### config.mk
export PLATFORM = sky130hd
export DESIGN_NAME = uart_cmd_link
export DESIGN_NICKNAME = d
export VERILOG_FILES = /design/src/rtl/uart_cmd_link.sv
export SDC_FILE = /design/constraint.sdc
export NUM_CORES = 1
export LEC_CHECK = 0
export BUFFER_PORTS_ARGS = -buffer_cell sky130_fd_sc_hd__buf_2
export CORE_ASPECT_RATIO = 2
export CORE_MARGIN = 2
export CORE_UTILIZATION = 40
export DETAILED_ROUTE_END_ITERATION = 16
export PLACE_DENSITY = 0.65
export SLEW_MARGIN = 5
export SYNTH_ARGS = -nofsm -noshare
export SYNTH_HDL_FRONTEND = slang
export SYNTH_SLANG_ARGS = --single-unit
export TNS_END_PERCENT = 5
### constraint.sdc
create_clock -name clk -period 4.4 [get_ports clk]
set_input_delay 1.32 -clock clk [delete_from_list [all_inputs] [get_ports clk]]
set_output_delay 1.32 -clock clk [all_outputs]
set_load 0.005 [all_outputs]
### src/rtl/uart_cmd_link.sv
`default_nettype none
// ============================================================================
// Module      : uart_cmd_link
// Description : Byte-to-command framing between a UART transceiver and the
//               digital core. Packs three received bytes into a 24-bit
//               command, serialises single-byte responses onto the UART
//               transmitter, and drops partial frames after an inter-byte
//               timeout so the link resynchronises after a host glitch.
// Revision    : 1.0 - initial release
// ============================================================================
module uart_cmd_link #(
    parameter int TIMEOUT = 500000
) (
    input  logic        clk,
    input  logic        rst,
    input  logic        rx_rdy,
    input  logic [7:0]  rx_data,
    output logic        clr_rx_rdy,
    output logic [23:0] cmd,
    output logic        cmd_rdy,
    input  logic        clr_cmd_rdy,
    input  logic [7:0]  resp_data,
    input  logic        send_resp,
    output logic        resp_sent,
    output logic [7:0]  tx_data,
    output logic        trmt,
    input  logic        tx_done,
    output logic        frame_err
);

    // Receive-side states: waiting for byte 0/1/2, then holding the command.
    localparam logic [1:0] c_rx_b0   = 2'd0;
    localparam logic [1:0] c_rx_b1   = 2'd1;
    localparam logic [1:0] c_rx_b2   = 2'd2;
    localparam logic [1:0] c_rx_hold = 2'd3;

    localparam logic c_tx_idle = 1'b0;
    localparam logic c_tx_busy = 1'b1;

    // The counter never has to hold TIMEOUT itself, only TIMEOUT-1.
    localparam int                 c_cnt_w    = $clog2(TIMEOUT);
    localparam logic [c_cnt_w-1:0] c_cnt_last = c_cnt_w'(TIMEOUT - 1);

    logic [1:0]         r_rx_state;
    logic [1:0]         w_rx_state_nxt;
    logic [c_cnt_w-1:0] r_cnt;
    logic [15:0]        r_stage;
    logic               w_rx_valid;
    logic               w_capture;
    logic               w_timeout;

    logic               r_tx_state;
    logic               w_tx_state_nxt;
    logic               w_tx_accept;
    logic               w_tx_finish;

    // A byte is only eligible when it is not the one being consumed right now.
    assign w_rx_valid = rx_rdy && !clr_rx_rdy;

    // RX state register.
    always_ff @(posedge clk or posedge rst) begin
        if (rst) begin
            r_rx_state <= c_rx_b0;
        end else begin
            r_rx_state <= w_rx_state_nxt;
        end
    end

    // RX next state: capture beats timeout; HOLD backpressures the receiver.
    always_comb begin
        w_rx_state_nxt = r_rx_state;
        w_capture      = 1'b0;
        w_timeout      = 1'b0;
        case (r_rx_state)
            c_rx_b0: begin
                if (w_rx_valid) begin
                    w_capture      = 1'b1;
                    w_rx_state_nxt = c_rx_b1;
                end
            end
            c_rx_b1, c_rx_b2: begin
                if (w_rx_valid) begin
                    w_capture      = 1'b1;
                    w_rx_state_nxt = (r_rx_state == c_rx_b1) ? c_rx_b2 : c_rx_hold;
                end else if (r_cnt == c_cnt_last) begin
                    w_timeout      = 1'b1;
                    w_rx_state_nxt = c_rx_b0;
                end
            end
            c_rx_hold: begin
                if (clr_cmd_rdy) begin
                    w_rx_state_nxt = c_rx_b0;
                end
            end
            default: begin
                w_rx_state_nxt = c_rx_b0;
            end
        endcase
    end

    // RX datapath: byte staging, command output, timeout counter and pulses.
    always_ff @(posedge clk or posedge rst) begin
        if (rst) begin
            r_cnt      <= '0;
            r_stage    <= '0;
            cmd        <= '0;
            cmd_rdy    <= 1'b0;
            clr_rx_rdy <= 1'b0;
            frame_err  <= 1'b0;
        end else begin
            clr_rx_rdy <= w_capture;
            frame_err  <= w_timeout;

            if (w_capture || w_timeout ||
                !((r_rx_state == c_rx_b1) || (r_rx_state == c_rx_b2))) begin
                r_cnt <= '0;
            end else begin
                r_cnt <= r_cnt + 1'b1;
            end

            if (w_timeout) begin
                r_stage <= '0;
            end else if (w_capture && (r_rx_state == c_rx_b0)) begin
                r_stage[15:8] <= rx_data;
            end else if (w_capture && (r_rx_state == c_rx_b1)) begin
                r_stage[7:0] <= rx_data;
            end

            if (w_capture && (r_rx_state == c_rx_b2)) begin
                cmd     <= {r_stage, rx_data};
                cmd_rdy <= 1'b1;
            end else if ((r_rx_state == c_rx_hold) && clr_cmd_rdy) begin
                cmd_rdy <= 1'b0;
            end
        end
    end

    // TX state register.
    always_ff @(posedge clk or posedge rst) begin
        if (rst) begin
            r_tx_state <= c_tx_idle;
        end else begin
            r_tx_state <= w_tx_state_nxt;
        end
    end

    // TX next state: requests while busy and completions while idle are dropped.
    always_comb begin
        w_tx_state_nxt = r_tx_state;
        w_tx_accept    = 1'b0;
        w_tx_finish    = 1'b0;
        case (r_tx_state)
            c_tx_idle: begin
                if (send_resp) begin
                    w_tx_accept    = 1'b1;
                    w_tx_state_nxt = c_tx_busy;
                end
            end
            c_tx_busy: begin
                if (tx_done) begin
                    w_tx_finish    = 1'b1;
                    w_tx_state_nxt = c_tx_idle;
                end
            end
            default: begin
                w_tx_state_nxt = c_tx_idle;
            end
        endcase
    end

    // TX datapath: latch the response byte and generate the handshake pulses.
    always_ff @(posedge clk or posedge rst) begin
        if (rst) begin
            tx_data   <= '0;
            trmt      <= 1'b0;
            resp_sent <= 1'b0;
        end else begin
            trmt      <= w_tx_accept;
            resp_sent <= w_tx_finish;
            if (w_tx_accept) begin
                tx_data <= resp_data;
            end
        end
    end

endmodule
`default_nettype wire

# --- After elaboration in Yosys (flattened, before gate mapping) ---
# Index checks and enable logic that the tools add are counted.
# W data, S select, Z words.
op_classes:
  mux: 24
  n_eq_ne: 8
  n_reduce_logical: 18
  bitwise: 1
  add_sub_neg: 1
op_table:
  columns: ["cell", "count"]
  rows:
  - ["$mux W8", 3]
  - ["$add A19 B1 Y19 const B", 1]
  - ["$eq A19 B19 Y1 const B", 1]
  - ["$mux W19", 1]
  - ["$mux W16", 1]
  - ["$mux W1", 13]
  - ["$mux W2", 4]
  - ["$ne A2 B2 Y1 const B", 3]
  - ["$pmux W2 S3", 1]
  - ["$reduce_bool A2 Y1", 3]
  - ["$logic_and A1 B1 Y1", 5]
  - ["$eq A2 B2 Y1 const B", 2]
  - ["$logic_or A1 B1 Y1", 3]
  - ["$ne A3 B3 Y1 const B", 1]
  - ["$reduce_and A3 Y1", 1]
  - ["$reduce_or A3 Y1", 1]
  - ["$eq A2 B1 Y1 const B", 1]
  - ["$logic_not A1 Y1", 2]
  - ["$logic_not A2 Y1", 1]
  - ["$pmux W1 S2", 1]
  - ["$reduce_and A2 Y1", 1]
  - ["$reduce_or A2 Y1", 1]
  - ["$not A1 Y1", 1]
word_totals:
  out_inout_bits: 37
  in_bits: 22
  wordCells: 64
  ff_bits: 75

# --- Longest topological paths before layout ---
logic_depth:
  depth_word: 8
  ltp_mapped: 7
  ltp_nobuf: 6

# --- Worst setup path before layout ---
# OpenSTA, ideal clock, no wires.
synth_path:
  path_kind: "input-to-reg"
  start: "input rx_rdy"
  end: "register cmd[10]"
  setup_time_ns: 0.125
  stages: 5
  arrival_time_ns: 2.513
  path_buffers: 2
  setup_slack_ns: 1.762
  cell_sequence: "nor2b_1 -> and3_1 -> clkbuf_1 -> buf_2 -> mux2_2"
synth_via:
  elab_chain_len: 4
synth_lines:
  columns: ["element", "line", "source"]
  rows:
  - ["start, declared", "16", "input logic rx_rdy,"]
  - ["$logic_and A1 B1 Y1", "58", "assign w_rx_valid = rx_rdy && !clr_rx_rdy;"]
  - ["$mux W1", "76, 82", null]
  - ["$mux W1", null, null]
  - ["$logic_and A1 B1 Y1", "129", "if (w_capture && (r_rx_state == c_rx_b2)) begin"]
  - ["end signal, assigned", "130", "cmd <= {r_stage, rx_data};"]
  - ["end, declared", "19", "output logic [23:0] cmd,"]
# No other way between the ends.
# A chain may end at the register's enable or synchronous reset.

# --- Worst setup path in the final report ---
layout_path:
  start: "input rx_rdy"
  end: "register r_stage[0]"
layout_via:
  elab_chain_len: 6
layout_lines:
  columns: ["element", "line", "source"]
  rows:
  - ["$logic_and A1 B1 Y1 (*)", "58", null]
  - ["$mux W1", "76, 82", null]
  - ["$mux W1", null, null]
  - ["$logic_and A1 B1 Y1, on equally long branches", "123, 125", null]
  - ["$ne A2 B2 Y1 (no source line) / $reduce_bool A2 Y1 (equally long branches)", null, null]
  - ["$reduce_and A2 Y1 (no source line)", null, null]
  - ["end signal, assigned", "126", "r_stage[7:0] <= rx_data;"]
  - ["end, declared", "47", "logic [15:0] r_stage;"]
# Every way passes the cells marked *; elsewhere a longest branch is shown, timed or not.

==> flow_summary.yaml <==
run_status:
  status: "complete, no violations"
placement:
  dp_hpwl_mm: 4.31
  portBuffers: 58
  gp_congestion: 0.925
  place_ws_ps: 1600
critical_path:
  path_class: "in -> reg"
  cp_cell_sequence: "buf_2, nand2b_1, nand2_1, nor3_2, o21ai_0"
  crit_family: "simple AND/OR/NAND/NOR gates"
  regToRegStartpoint: "r_cnt[7]$_DFF_PP0_"
  ff2ff_setup_slack_ps: 2110
  reg2reg_to: "r_stage[0]$_DFFE_PP0P_"
  required_ps: 4560
  critPathBufInv: 1
  crit_arrival_ps: 2600
  worst_r2r_path_depth: 4
  crit_path_start_kind: "input pin"
  max_stage_delay_ps: 650
  cpMaxStageDelayCell: "nor3_2"
  cp_max_fo: 17
  worst_setup_path_end_kind: "flop"
yosys:
  yosys_warnings: 0
  synth.most_common_cell: "dfrtp_1"
  yosysTopAreaCell: "dfrtp_1"
  synthCells: 267
  synth.distinct_cells: 35
  yosys.area.top_type_share: 0.588
  ys_ff_latch: 75
  synth_area_leaders: "dfrtp_1 (59%), mux2_2 (11%), nor2_1 (3.2%), nand2_1 (2.9%), mux2i_1 (2.8%)"
  synthTopCellsByCount: "dfrtp_1 (75), mux2_2 (32), nor2_1 (27)"
  seq_area_frac_synth: 0.588
  synth_fp_nets: 294
  synth-edff-count: 0
  avgSynthCellArea_um2: 11.9
  synth_flop_cell: "dfrtp_1"
  syn_area_um2: 3190
  ys_async_sr_fraction: 1.00
grt:
  grt_usage: 0.157
  grt_overflow_total: 0
  grt_pass1_wl_mm: 10.4
  grt_pass1_vias: 2152
  antenna_found_initial: 0
  grt_max_degree: 55
detailed_routing:
  drc: 0
  antenna_left: 0
  wl_per_cell_um: 14.6
  wl_mm: 6.26
  vias_per_cell: 5.18
  first_iter_violations: 212
  num_vias: 2227
  drtPass1Iterations: 4
clocking:
  clock_path_buffers: 2
  cts_setup_buffers: 0
  cts_resized: 0
  clock_sinks: 75
  root_buffer: "clkbuf_16"
  htreeDepth: 3
  cts_buffers: 9
  clk_pin_slew_ps: 60
  cts_tree: "yes"
  clk_latency_ps: 330
  cts_hold_buf: 0
timing:
  fin_ws_ps: 1960
  final-max-slew-violation-count: 0
  hold_viol_final: 0
  rsz0062_at_grt: "no"
  worst_pin_slew_ps: 1100
  min_period_over_period: 0.554
  period_needed_ps: 2440
  max-slew-margin-rel: 0.263
  setup_viol: 0
  skew_ps: 5.38
  max_freq_mhz: 410
  final.setup.tns_ps: 0
min_path:
  hold_path_depth: 1
  hold_end: "cmd_rdy$_DFFE_PP0P_"
  min_from: "cmd_rdy$_DFFE_PP0P_"
  hold_class: "reg -> reg"
die:
  core_area_um2: 7830
  rows: 46
  start_util: 0.407
  dieArea_um2: 8750
  die_w_um: 67.1
  ios: 59
  fp.dieH_um: 130
power:
  leakagePower_nw: 1.80
  power.density_nw_per_um2: 617
  vdd_ir_drop_max_uv: 283
layout:
  final_nets: 357
  drive_gt1_frac: 0.344
  area_delta_synth_final_pct: 22.2
  antenna_cells: 0
job:
  maxCapViolations: 0
-- power by group --
group          switching (W)  internal, W
combinational       0.000309     0.000303
clock               0.000265     0.000506
sequential          0.000117     0.000906
total               0.000691      0.00171
-- cells by family (layout without fill, tap and decap cells) --
kind of cell / count (synthesis) / after routing / synth area share
AND/OR/NAND/NOR: 91 / 91 / 0.147
flip-flops: 75 / 75 / 0.588
multiplexers: 41 / 41 / 0.141
AO/OA/AOI/OAI: 26 / 26 / 0.0490
buffers and inverters: 17 / 84 / 0.0220
XOR/XNOR: 12 / 12 / 0.0330
adder cells (fa/ha/maj): 5 / 5 / 0.0196
-- registers in the layout (all words and copies together), names as in the netlist --
| register | flops |
|---|---|
| clr_rx_rdy | 1 |
| cmd | 24 |
| cmd_rdy | 1 |
| frame_err | 1 |
| r_cnt | 19 |
| r_rx_state | 2 |
| r_stage | 16 |
| r_tx_state | 1 |
| resp_sent | 1 |
| trmt | 1 |
| tx_data | 8 |
-- per-layer routing --
layer / track usage / wire length [um]
met4: 0.0576 / 101
met3: 0.0526 / 330
met2: 0.227 / 2920
met1: 0.219 / 2910
met5: 0 / 0
-- stage by stage --
step	instance area [um2]	power, W	hold WS, ps	std cells	util
after floorplan	3190	0.00141	455	267	-
after global routing	3900	0.00257	506	430	0.498
after global placement	3580	0.00162	455	415	0.458
after detailed placement	3580	0.00165	467	415	0.458
after CTS	3900	0.00244	478	430	0.498
final	3900	0.00241	472	430	0.498
-- worst reg2reg max path, stage by stage (launching register included) --
cell	delay (ps)
dfrtp_1	430
nor4b_1	410
nand4_1	280
nor3_2	770
o21ai_0	240
-- worst max path at each step --
stage,startpoint,endpoint,slack (ps),cells past startpoint
global route,rx_rdy,r_stage[0]$_DFFE_PP0P_,1770,5
CTS,rx_rdy,r_stage[0]$_DFFE_PP0P_,1930,5
detailed placement,rx_rdy,r_stage[6]$_DFFE_PP0P_,1600,5
global placement,rx_rdy,r_stage[0]$_DFFE_PP0P_,1680,5
finish,rx_rdy,r_stage[0]$_DFFE_PP0P_,1960,5
floorplan,rst,clr_rx_rdy$_DFF_PP0_,1170,1
-- cell type report --
type	count	area, um2
Fill cell	750	3930
Tap cell	96	120
Clock inverter	5	77.6
Timing Repair Buffer	61	313
Inverter	8	30.0
Multi-Input combinational cell	175	1240
Clock buffer	10	239
Sequential cell	75	1880
-- cells in the final DEF, fill, tap and decap left out, types with 3 or more instances in the layout --
cell,n
mux2i_1,9
and3_1,3
o21ai_0,15
buf_2,58
xor2_1,5
clkbuf_16,9
dfrtp_1,75
inv_1,7
mux2_2,32
or3_1,5
nand4_1,5
nand2_1,25
nand3_1,6
ha_1,5
buf_4,3
xnor2_1,7
nor2_1,27
a21oi_1,5
No activity file was read; power rests on OpenSTA's default activity.
